--- config.mk ---
export PLATFORM = sky130hd
export DESIGN_NAME = note_sequencer_flat
export DESIGN_NICKNAME = d
export VERILOG_FILES = /design/src/rtl/note_sequencer_pkg.sv /design/src/rtl/note_sequencer_if.sv /design/src/rtl/note_sequencer.sv /design/src/flat_wrapper.sv
export SDC_FILE = /design/constraint.sdc
export NUM_CORES = 1
export LEC_CHECK = 0
export ABC_AREA = 1
export BUFFER_PORTS_ARGS = -buffer_cell sky130_fd_sc_hd__buf_2
export CAP_MARGIN = 0
export CELL_PAD_IN_SITES_DETAIL_PLACEMENT = 2
export CELL_PAD_IN_SITES_GLOBAL_PLACEMENT = 2
export CORE_ASPECT_RATIO = 0.9
export CORE_MARGIN = 1.5
export CORE_UTILIZATION = 27
export CTS_CLUSTER_SIZE = 12
export DETAILED_ROUTE_END_ITERATION = 7
export GPL_ROUTABILITY_DRIVEN = 1
export PLACE_DENSITY = 0.85
export SLEW_MARGIN = 30
export SYNTH_ARGS = -nofsm -noshare
export SYNTH_HDL_FRONTEND = slang
export SYNTH_SLANG_ARGS = --single-unit
--- constraint.sdc ---
create_clock -name clk_in -period 1.8 [get_ports clk_in]
set_input_delay 0 -clock clk_in [delete_from_list [all_inputs] [get_ports clk_in]]
set_output_delay 0 -clock clk_in [all_outputs]
set_load 0.02 [all_outputs]
--- src/rtl/note_sequencer_pkg.sv ---
// Shared types, sizes and slot-extraction helpers for the note sequencer.
// Slot i of a packed pattern vector lives at [W*i +: W].
package note_seq_pkg;

  localparam int NUM_NOTES = 24;
  localparam int TIMING_W  = 3;
  localparam int SPEED_W   = 3;
  localparam int DIR_W     = 2;
  localparam int TURN_W    = 4;
  localparam int IDX_W     = 5;

  localparam int TV_W = NUM_NOTES * TIMING_W;
  localparam int SV_W = NUM_NOTES * SPEED_W;
  localparam int DV_W = NUM_NOTES * DIR_W;

  localparam int TB_W = $clog2(TV_W);
  localparam int SB_W = $clog2(SV_W);
  localparam int DB_W = $clog2(DV_W);

  typedef enum logic [2:0] {
    IDLE,
    FETCH,
    WAIT,
    EMIT,
    DONE
  } state_t;

  typedef struct packed {
    logic [IDX_W-1:0]   index;
    logic [SPEED_W-1:0] speed;
    logic [DIR_W-1:0]   direction;
    logic               inversed;
  } note_t;

  function automatic logic [TIMING_W-1:0] slot_timing(input logic [TV_W-1:0]  vec,
                                                      input logic [IDX_W-1:0] idx);
    logic [TB_W-1:0] base;
    base = TB_W'(TIMING_W * idx);
    return vec[base +: TIMING_W];
  endfunction

  function automatic logic [SPEED_W-1:0] slot_speed(input logic [SV_W-1:0]  vec,
                                                    input logic [IDX_W-1:0] idx);
    logic [SB_W-1:0] base;
    base = SB_W'(SPEED_W * idx);
    return vec[base +: SPEED_W];
  endfunction

  function automatic logic [DIR_W-1:0] slot_dir(input logic [DV_W-1:0]  vec,
                                                input logic [IDX_W-1:0] idx);
    logic [DB_W-1:0] base;
    base = DB_W'(DIR_W * idx);
    return vec[base +: DIR_W];
  endfunction

  function automatic note_t make_note(input logic [SV_W-1:0]      spd,
                                     input logic [DV_W-1:0]      dir,
                                     input logic [NUM_NOTES-1:0] inv,
                                     input logic [IDX_W-1:0]     idx);
    note_t n;
    n.index     = idx;
    n.speed     = slot_speed(spd, idx);
    n.direction = slot_dir(dir, idx);
    n.inversed  = inv[idx];
    return n;
  endfunction

endpackage

--- src/rtl/note_sequencer_if.sv ---
// Control, pattern-ROM and note-spawn signals of the note sequencer.
// slave = the sequencer itself; master = game FSM / ROM bank / renderer side.
interface note_sequencer_if;
  import note_seq_pkg::*;

  logic                   start_in;
  logic                   stop_in;
  logic [TURN_W-1:0]      turn_in;
  logic                   tick_in;
  logic                   pattern_valid_in;
  logic [TV_W-1:0]        timing_in;
  logic [SV_W-1:0]        speed_in;
  logic [DV_W-1:0]        direction_in;
  logic [NUM_NOTES-1:0]   inversed_in;

  logic [TURN_W-1:0]      turn_out;
  logic                   note_valid_out;
  logic [IDX_W-1:0]       note_index_out;
  logic [SPEED_W-1:0]     note_speed_out;
  logic [DIR_W-1:0]       note_direction_out;
  logic                   note_inversed_out;
  logic                   busy_out;
  logic                   done_out;
  logic                   error_out;

  modport slave (
    input  start_in, stop_in, turn_in, tick_in, pattern_valid_in,
           timing_in, speed_in, direction_in, inversed_in,
    output turn_out, note_valid_out, note_index_out, note_speed_out,
           note_direction_out, note_inversed_out, busy_out, done_out, error_out
  );

  modport master (
    output start_in, stop_in, turn_in, tick_in, pattern_valid_in,
           timing_in, speed_in, direction_in, inversed_in,
    input  turn_out, note_valid_out, note_index_out, note_speed_out,
           note_direction_out, note_inversed_out, busy_out, done_out, error_out
  );

endinterface

--- src/rtl/note_sequencer.sv ---
// Fetches the pattern for a turn, then plays its 24 slots paced by beat ticks.
// Build option NOTE_SKIP_EN: speed-0 slots keep their timing but raise no strobe.
module note_sequencer
  import note_seq_pkg::*;
(
  input  logic            clk_in,
  input  logic            rst_in,
  note_sequencer_if.slave bus
);

  localparam logic [IDX_W-1:0] LAST_IDX = IDX_W'(NUM_NOTES - 1);

  state_t               state_q, state_d;
  logic [TURN_W-1:0]    turn_q;
  logic                 error_q;
  logic [IDX_W-1:0]     index_q;
  logic [TIMING_W-1:0]  wait_q;
  logic [TV_W-1:0]      timing_q;
  logic [SV_W-1:0]      speed_q;
  logic [DV_W-1:0]      direction_q;
  logic [NUM_NOTES-1:0] inversed_q;
  note_t                note_q;

  logic                 busy_state;
  logic                 wait_done;
  logic [IDX_W-1:0]     next_idx;

  assign busy_state = (state_q == FETCH) || (state_q == WAIT) || (state_q == EMIT);
  // The tick that takes the count from 1 to 0 already releases the slot.
  assign wait_done  = (wait_q == '0) || (bus.tick_in && (wait_q == TIMING_W'(1)));
  assign next_idx   = index_q + IDX_W'(1);

  // NOTE: every variable driven here gets a default first, so no path leaves it unassigned and no latch is inferred.
  always_comb begin
    state_d = state_q;
    unique case (state_q)
      IDLE:    if (bus.start_in) state_d = FETCH;
      FETCH:   state_d = bus.pattern_valid_in ? WAIT : DONE;
      WAIT:    if (wait_done) state_d = EMIT;
      EMIT:    state_d = (index_q == LAST_IDX) ? DONE : WAIT;
      DONE:    state_d = IDLE;
      default: state_d = IDLE;
    endcase
    if (bus.stop_in && busy_state) state_d = DONE;
  end

  // NOTE: state uses non-blocking assignments so every flop samples pre-edge values, independent of statement order.
  always_ff @(posedge clk_in) begin
    if (rst_in) begin
      state_q     <= IDLE;
      turn_q      <= '0;
      error_q     <= 1'b0;
      index_q     <= '0;
      wait_q      <= '0;
      // NOTE: the pattern copies are ordinary flops, not a RAM, so clearing them on reset is cheap and keeps note fields at 0.
      timing_q    <= '0;
      speed_q     <= '0;
      direction_q <= '0;
      inversed_q  <= '0;
      note_q      <= '0;
    end else begin
      state_q <= state_d;
      unique case (state_q)
        IDLE: begin
          if (bus.start_in) begin
            turn_q  <= bus.turn_in;
            error_q <= 1'b0;
          end
        end
        FETCH: begin
          if (bus.pattern_valid_in) begin
            timing_q    <= bus.timing_in;
            speed_q     <= bus.speed_in;
            direction_q <= bus.direction_in;
            inversed_q  <= bus.inversed_in;
            index_q     <= '0;
            wait_q      <= slot_timing(bus.timing_in, '0);
          end else begin
            error_q <= 1'b1;
          end
        end
        WAIT: begin
          if (bus.tick_in && (wait_q != '0)) wait_q <= wait_q - TIMING_W'(1);
        end
        EMIT: begin
          // Ticks during EMIT are dropped: the next count is loaded fresh.
          if (index_q != LAST_IDX) begin
            index_q <= next_idx;
            wait_q  <= slot_timing(timing_q, next_idx);
          end
        end
        default: ;
      endcase
      if (state_d == EMIT) note_q <= make_note(speed_q, direction_q, inversed_q, index_q);
    end
  end

  always_comb begin
    bus.note_valid_out = (state_q == EMIT);
`ifdef NOTE_SKIP_EN
    if (note_q.speed == '0) bus.note_valid_out = 1'b0;
`endif
  end

  assign bus.turn_out           = turn_q;
  assign bus.note_index_out     = note_q.index;
  assign bus.note_speed_out     = note_q.speed;
  assign bus.note_direction_out = note_q.direction;
  assign bus.note_inversed_out  = note_q.inversed;
  assign bus.busy_out           = (state_q != IDLE);
  assign bus.done_out           = (state_q == DONE);
  assign bus.error_out          = error_q;

endmodule

--- src/flat_wrapper.sv ---
// flat-port wrapper written by rule: the top's interface ports become plain ports
module note_sequencer_flat import note_seq_pkg::*;
  (clk_in, rst_in, bus_start_in, bus_stop_in, bus_turn_in, bus_tick_in, bus_pattern_valid_in, bus_timing_in, bus_speed_in, bus_direction_in, bus_inversed_in, bus_turn_out, bus_note_valid_out, bus_note_index_out, bus_note_speed_out, bus_note_direction_out, bus_note_inversed_out, bus_busy_out, bus_done_out, bus_error_out);
  note_sequencer_if bus_i ();
  input  logic clk_in;
  input  logic rst_in;
  input wire logic [$bits(bus_i.start_in)-1:0] bus_start_in;
  input wire logic [$bits(bus_i.stop_in)-1:0] bus_stop_in;
  input wire logic [$bits(bus_i.turn_in)-1:0] bus_turn_in;
  input wire logic [$bits(bus_i.tick_in)-1:0] bus_tick_in;
  input wire logic [$bits(bus_i.pattern_valid_in)-1:0] bus_pattern_valid_in;
  input wire logic [$bits(bus_i.timing_in)-1:0] bus_timing_in;
  input wire logic [$bits(bus_i.speed_in)-1:0] bus_speed_in;
  input wire logic [$bits(bus_i.direction_in)-1:0] bus_direction_in;
  input wire logic [$bits(bus_i.inversed_in)-1:0] bus_inversed_in;
  output wire logic [$bits(bus_i.turn_out)-1:0] bus_turn_out;
  output wire logic [$bits(bus_i.note_valid_out)-1:0] bus_note_valid_out;
  output wire logic [$bits(bus_i.note_index_out)-1:0] bus_note_index_out;
  output wire logic [$bits(bus_i.note_speed_out)-1:0] bus_note_speed_out;
  output wire logic [$bits(bus_i.note_direction_out)-1:0] bus_note_direction_out;
  output wire logic [$bits(bus_i.note_inversed_out)-1:0] bus_note_inversed_out;
  output wire logic [$bits(bus_i.busy_out)-1:0] bus_busy_out;
  output wire logic [$bits(bus_i.done_out)-1:0] bus_done_out;
  output wire logic [$bits(bus_i.error_out)-1:0] bus_error_out;
  assign bus_i.start_in = bus_start_in;
  assign bus_i.stop_in = bus_stop_in;
  assign bus_i.turn_in = bus_turn_in;
  assign bus_i.tick_in = bus_tick_in;
  assign bus_i.pattern_valid_in = bus_pattern_valid_in;
  assign bus_i.timing_in = bus_timing_in;
  assign bus_i.speed_in = bus_speed_in;
  assign bus_i.direction_in = bus_direction_in;
  assign bus_i.inversed_in = bus_inversed_in;
  assign bus_turn_out = bus_i.turn_out;
  assign bus_note_valid_out = bus_i.note_valid_out;
  assign bus_note_index_out = bus_i.note_index_out;
  assign bus_note_speed_out = bus_i.note_speed_out;
  assign bus_note_direction_out = bus_i.note_direction_out;
  assign bus_note_inversed_out = bus_i.note_inversed_out;
  assign bus_busy_out = bus_i.busy_out;
  assign bus_done_out = bus_i.done_out;
  assign bus_error_out = bus_i.error_out;
  note_sequencer u_core (.clk_in(clk_in), .rst_in(rst_in), .bus(bus_i));
endmodule
-- Word level (Yosys, flattened, before mapping)
Index checks and enable logic that the tools add are counted.
- add/subtract/negate cells: 2
- reductions and logical operators: 18
- eq/ne operators: 13
- mux-type cells: 18
- $mul: 2
- $lt $le $gt $ge: 1
- shift operators: 3
- operators with widths (operator ; count):
    indexed part select 72 x 8 -> 3 bit ; 2
    indexed part select 48 x 7 -> 2 bit ; 1
    two-way mux 3 bit ; 8
    multiplier 2 x 5 -> 7 bit (first input constant) ; 2
    one-hot mux 3 bit (4 select lines) ; 1
    two-way mux 5 bit ; 2
    one-hot mux 5 bit (2 select lines) ; 1
    equality test 3 x 2 -> 1 bit (second input constant) ; 3
    one-hot mux 3 bit (3 select lines) ; 1
    nonzero test 3 bit ; 3
    inequality test 2 bit (second input constant) ; 4
    equality test 3 x 1 -> 1 bit (second input constant) ; 2
    logical NOT 3 bit ; 2
    < comparator 5 x 6 -> 1 bit (second input constant) ; 1
    AND reduction 3 bit ; 2
    adder 5 x 1 -> 5 bit (second input constant) ; 1
    binary-select mux 1 bit (select 5 bit) ; 1
    equality test 5 bit (second input constant) ; 1
    inequality test 5 bit (second input constant) ; 1
    AND reduction 2 bit ; 2
    AND reduction 4 bit ; 1
    nonzero test 2 bit ; 2
    equality test 3 bit (second input constant) ; 1
    logical AND 1 bit ; 3
    5 further kinds ; 9
- bits of input ports: 226
- register bits after elaboration: 243
- output and inout port bits: 19
- logic and storage cells: 70

-- Logic depth before layout (Yosys ltp)
- depth after elaboration: 7
- depth in mapped cells: 12
- gate-level depth less buffers: 12

-- Worst setup path after synthesis
No wires, ideal clock.
- path kind: flip-flop to flip-flop
- start: reg u_core.index_q[0]
- end: reg u_core.wait_q[0]
- cell stages (with the launch flop): 13
- buffers on the path: 2
- path slack: 0.112 ns
- required time: 1.730 ns
- library setup time: 0.070 ns
- arrival: 1.619 ns
- clock period less this slack: 1.688 ns
- cell sequence: dfxtp_1 -> ha_1 -> buf_2 -> inv_1 -> clkbuf_1 -> nand3_1 -> nand3_1 -> nand3_1 -> nand2_1 -> nand2_1 -> nand2_1 -> nand2_1 -> a21oi_1
- cells in the longest elaborated chain, start to end: 5
- elaborated cells on any way between the ends: 8
- classes of those cells: add/sub: 1; mul: 1; eq/ne: 2; shift: 1; mux: 2; reduce/logical: 1
- RTL lines (item ; RTL line ; source):
    start, declared ; note_sequencer.sv:16 ; logic [IDX_W-1:0] index_q;
    start signal, assigned ; note_sequencer.sv:88 ; index_q <= next_idx;
    adder 5 x 1 -> 5 bit ; note_sequencer.sv:31 ; assign next_idx = index_q + IDX_W'(1);
    multiplier 2 x 5 -> 7 bit ; note_sequencer_pkg.sv:38 ; base = TB_W'(TIMING_W * idx);
    indexed part select 72 x 8 -> 3 bit ; note_sequencer_pkg.sv:39 ; return vec[base +: TIMING_W];
    two-way mux 3 bit ; note_sequencer.sv:87 ; if (index_q != LAST_IDX) begin
    one-hot mux 3 bit (3 select lines) ; note_sequencer.sv:63 ; unique case (state_q)
    end signal, assigned ; note_sequencer.sv:77 ; wait_q <= slot_timing(bus.timing_in, '0);
    end signal, assigned ; note_sequencer.sv:83 ; if (bus.tick_in && (wait_q != '0)) wait_q <= wait_q - TIMING_W'(1);
    end signal, assigned ; note_sequencer.sv:89 ; wait_q <= slot_timing(timing_q, next_idx);
    end, declared ; note_sequencer.sv:17 ; logic [TIMING_W-1:0] wait_q;
Several ways; a longest one is shown, not always the timed one. The select of a mux whose other input is x is not followed.
A chain may end at the register's enable or synchronous reset.

-- Worst setup path in the final report
- start: reg u_core.state_q[0]
- end: reg u_core.inversed_q[12]
- cells in the longest elaborated chain, start to end: 2
- RTL lines (item ; RTL line ; source):
    start, declared ; note_sequencer.sv:13 ; state_t state_q, state_d;
    start signal, assigned ; note_sequencer.sv:62 ; state_q <= state_d;
    equality test 3 x 1 -> 1 bit ; note_sequencer.sv:63 ;
    AND reduction 2 bit (no line) ; n/a ;
    end signal, assigned ; note_sequencer.sv:75 ; inversed_q <= bus.inversed_in;
    end, declared ; note_sequencer.sv:21 ; logic [NUM_NOTES-1:0] inversed_q;
No other way between the ends.

==> results.json <==
{
  "effective_utilization_at_floorplan_pct": 27.6,
  "timing.max_cap.violations": 0,
  "drc": 0,
  "detailedPlacementHpwl_um": 30400,
  "numPortBuffers": 244,
  "cts-buffers-inserted": 28,
  "stdcell_area_mm2": 0.0164,
  "synth_area_leader_cell": "sky130_fd_sc_hd__dfxtp_1",
  "max_freq_mhz": 552,
  "setup-violations-final": 2,
  "skew_ns": 0.0136,
  "cts-htree-levels": 1,
  "setup.worst_path.start": "u_core.state_q[0]",
  "grt_pass1_vias": 14228,
  "reg2reg_from": "u_core.state_q[0]",
  "synth_async_sr_flop_share_pct": 0,
  "final_nets": 2201,
  "holdCritStartpoint": "bus_direction_in[34]",
  "post_synth_num_cell_types": 37,
  "cell_types_occupying_the_most_area_after_synthesis": "sky130_fd_sc_hd__dfxtp_1 46%, sky130_fd_sc_hd__o21ai_0 13%, sky130_fd_sc_hd__nor2_1 8.9%, sky130_fd_sc_hd__a21oi_1 8.1%, sky130_fd_sc_hd__nand2_1 5.1%",
  "critPathMaxFanout": 28,
  "worst_slack_ns": -0.0119,
  "synth.ff_latch_count": 243,
  "antenna_found_initial": 11,
  "outcome": "finished with violations",
  "min_path_type": "primary input to register",
  "finalWirelength_um": 58000,
  "fraction_of_final_layout_cells_sized_beyond_drive_strength_1_pct": 20.7,
  "p_leak_nw": 6.74,
  "tritoncts": "yes",
  "failed_checks": "setup timing",
  "start_kind": "register",
  "rsz0062_at_grt": "yes",
  "seq_area_frac_synth_pct": 45.6,
  "syn_avg_cell_area_um2": 7.05,
  "post-route-period-util_pct": 101,
  "die_width_um": 213,
  "cts-root-to-sink-buffers": 3,
  "first_pass_iters": 5,
  "maximum_number_of_pins_on_one_net_before_global_route_repair": 80,
  "irDropWorstVdd_uv": 642,
  "via_total_after_detailed_routing": 12739,
  "drtIter0Drc": 520,
  "final.min_clock_period_ns": 1.81,
  "timing.final.hold_violations": 0,
  "max_slew.worst_pin.slew_ns": 0.471,
  "instance_area_at_placement_mm2": 0.0126,
  "grtUsageTotal_pct": 26.7,
  "io_pins": 245,
  "fp-row-count": 68,
  "synthDominantCellAreaShare_pct": 45.6,
  "globalRoute.totalOverflow": 0,
  "cts_clock_pin_slew_for_the_worst_setup_and_hold_paths_ns": 0.07,
  "endpoint_kind": "register",
  "synthFlopType": "sky130_fd_sc_hd__dfxtp_1",
  "totalNegativeSetupSlack_ns": -0.0182,
  "mappedNetlistNets": 1744,
  "grt_pass1_wl_um": 82800,
  "gp_weighted_congestion": 0.779,
  "powerDensity_mw_per_mm2": 934,
  "ctsRootBufferMaster": "sky130_fd_sc_hd__clkbuf_16",
  "area_of_the_mapped_netlist_mm2": 0.0107,
  "critPathRequiredTime_ns": 2.23,
  "area_growth_syn_to_layout_pct": 53.7,
  "synth-edff-count": 0,
  "fp.dieArea_mm2": 0.0407,
  "dp_slack_ns": -0.0780,
  "post-route-util_pct": 42.5,
  "core_mm2": 0.0386,
  "clk-insertion-delay-late_ns": 0.56,
  "avgRoutedWirePerCell_um": 22.9,
  "worst_ep_arrival_time_ns": 2.25,
  "syn_inst": 1514,
  "antenna_left": 0,
  "timing.max_slew.rel_slack_pct": 68.3,
  "numClockSinks": 243,
  "ys_warn_count": 0,
  "report.final.slew_viol_count": 0,
  "post_drt_via_cell_ratio": 5.03,
  "setup.worst_path.class": "register to register",
  "die_height_um": 192
}
routing by layer:
metal | up-vias | wire, µm | global-route usage (%)
li1 | 5912 | - | -
met1 | 6370 | 22700 | 29.6
met2 | 332 | 30700 | 50.5
met3 | 125 | 2570 | 4.33
met4 | 0 | 2000 | 10.1
met5 | - | 0 | 0
cell families after synthesis:
logic type / share of synthesized area (%)
xor gates and xnor gates: 0.0821
DFF: 45.6
AOI/OAI and AO/OA: 24.3
and+or+nand+nor: 19.9
buffers and inverters: 9.68
adders and majority gates: 0.469
flip-flops by register name, indices dropped and copies added, names as in the netlist:
| register | count |
|---|---|
| u_core.bus.note_speed_out | 3 |
| u_core.direction_q | 48 |
| u_core.bus.turn_out | 4 |
| u_core.bus.error_out | 1 |
| u_core.bus.note_index_out | 5 |
| u_core.state_q | 3 |
| u_core.inversed_q | 24 |
| u_core.bus.note_direction_out | 2 |
| u_core.bus.note_inversed_out | 1 |
| u_core.speed_q | 72 |
| u_core.wait_q | 3 |
| u_core.timing_q | 72 |
| u_core.index_q | 5 |
per-stage QoR:
stage | std cells | hold WS, ns | power [W]
2_1_floorplan | 1514 | 0.145 | 0.00730
3_3_place_gp | 2223 | 0.256 | 0.00804
3_5_place_dp | 2223 | 0.263 | 0.00817
4_1_cts | 2503 | 0.210 | 0.0150
5_1_grt | 2530 | 0.259 | 0.0159
6_report | 2531 | 0.228 | 0.0153
report_power, final:
| group | switching [W] | internal (W) | leakage [nW] |
|---|---|---|---|
| logic | 0.00159 | 0.00116 | 4.25 |
| clock network | 0.00254 | 0.00396 | 0.514 |
| registers | 0.000245 | 0.00584 | 1.98 |
layout by cell type (no fill, tap or decap), types with 2 or more instances in the layout:
cell                            netlist  layout
sky130_fd_sc_hd__nor2_1             252     247
sky130_fd_sc_hd__o21ai_0            282     244
sky130_fd_sc_hd__buf_2               34     244
sky130_fd_sc_hd__dfxtp_1            243     236
sky130_fd_sc_hd__dlygate4sd3_1        0     227
sky130_fd_sc_hd__a21oi_1            173     166
sky130_fd_sc_hd__nand2_1            146     143
sky130_fd_sc_hd__inv_1              131     129
sky130_fd_sc_hd__nand3_1             92      92
sky130_fd_sc_hd__buf_4                3      46
sky130_fd_sc_hd__o21ai_1              5      37
sky130_fd_sc_hd__clkbuf_16            0      36
sky130_fd_sc_hd__o211ai_1            29      29
sky130_fd_sc_hd__diode_2              0      13
sky130_fd_sc_hd__nor3_1              12      12
sky130_fd_sc_hd__clkbuf_8             0      11
sky130_fd_sc_hd__buf_12               0       9
sky130_fd_sc_hd__a21oi_2              0       7
sky130_fd_sc_hd__o21ai_2              1       6
sky130_fd_sc_hd__nor2_2               1       5
sky130_fd_sc_hd__dfxtp_2              0       5
sky130_fd_sc_hd__clkinv_2             1       4
sky130_fd_sc_hd__clkbuf_1            77       4
sky130_fd_sc_hd__bufinv_16            0       4
sky130_fd_sc_hd__inv_2                3       3
sky130_fd_sc_hd__nand2_4              1       3
sky130_fd_sc_hd__inv_6                0       3
sky130_fd_sc_hd__nand2_2              2       3
sky130_fd_sc_hd__ha_1                 4       3
sky130_fd_sc_hd__buf_16               0       3
sky130_fd_sc_hd__buf_8                1       3
sky130_fd_sc_hd__inv_4                1       2
sky130_fd_sc_hd__clkinvlp_4           0       2
sky130_fd_sc_hd__o2bb2ai_1            2       2
sky130_fd_sc_hd__o22a_1               2       2
sky130_fd_sc_hd__o22ai_1              2       2
sky130_fd_sc_hd__buf_6                1       2
sky130_fd_sc_hd__dfxtp_4              0       2
cell type report:
type,count,area [µm²]
antenna,13,32.5
clock buffer,44,892
clock inverter,8,144
fill,4344,22200
inverter,139,547
multi-input combinational,1017,4900
sequential,243,4880
tap,525,657
timing repair buffer,541,4340
timing repair inverter,1,7.51
critical path, cell delays in order (launching register included):
cell and delay, ns:
sky130_fd_sc_hd__dfxtp_2 0.34, sky130_fd_sc_hd__inv_2 0.06, sky130_fd_sc_hd__nor3_4 0.21, sky130_fd_sc_hd__buf_12 0.14
sky130_fd_sc_hd__nand2_8 0.13, sky130_fd_sc_hd__buf_16 0.22, sky130_fd_sc_hd__clkbuf_16 0.21, sky130_fd_sc_hd__o21ai_0 0.24
sky130_fd_sc_hd__a21oi_1 0.10
worst paths after layout:
path / cells past startpoint / slack [ns] / to
max: 8 / -0.01 / u_core.inversed_q[12]
min: 4 / 0.23 / u_core.direction_q[34]
max reg2reg: 8 / -0.01 / u_core.inversed_q[12]
min reg2reg: 2 / 0.45 / u_core.speed_q[38]
cells in the mapped netlist (2+ instances only):
library cell / number
sky130_fd_sc_hd__clkinv_1: 3
sky130_fd_sc_hd__o21ai_1: 5
sky130_fd_sc_hd__nand2_1: 146
sky130_fd_sc_hd__clkbuf_1: 77
sky130_fd_sc_hd__nor2_1: 252
sky130_fd_sc_hd__nand2_2: 2
sky130_fd_sc_hd__o211ai_1: 29
sky130_fd_sc_hd__o22a_1: 2
sky130_fd_sc_hd__nor3_1: 12
sky130_fd_sc_hd__inv_2: 3
sky130_fd_sc_hd__a21oi_1: 173
sky130_fd_sc_hd__o22ai_1: 2
sky130_fd_sc_hd__ha_1: 4
sky130_fd_sc_hd__o2bb2ai_1: 2
sky130_fd_sc_hd__inv_1: 131
sky130_fd_sc_hd__o21ai_0: 282
sky130_fd_sc_hd__buf_2: 34
sky130_fd_sc_hd__nand3_1: 92
sky130_fd_sc_hd__buf_4: 3
sky130_fd_sc_hd__dfxtp_1: 243
what timing repair did:
item | 4_1_cts | 5_1_grt
cloned | 0 | 9
pin swaps | 0 | 4
hold buffers | 228 | 0
gates resized for setup | 11 | 79
endpoints found under the hold margin | 235 | 0
setup endpoints to repair | 11 | 125
buffers inserted | 0 | 7
Power figures use the tool's default switching activity.
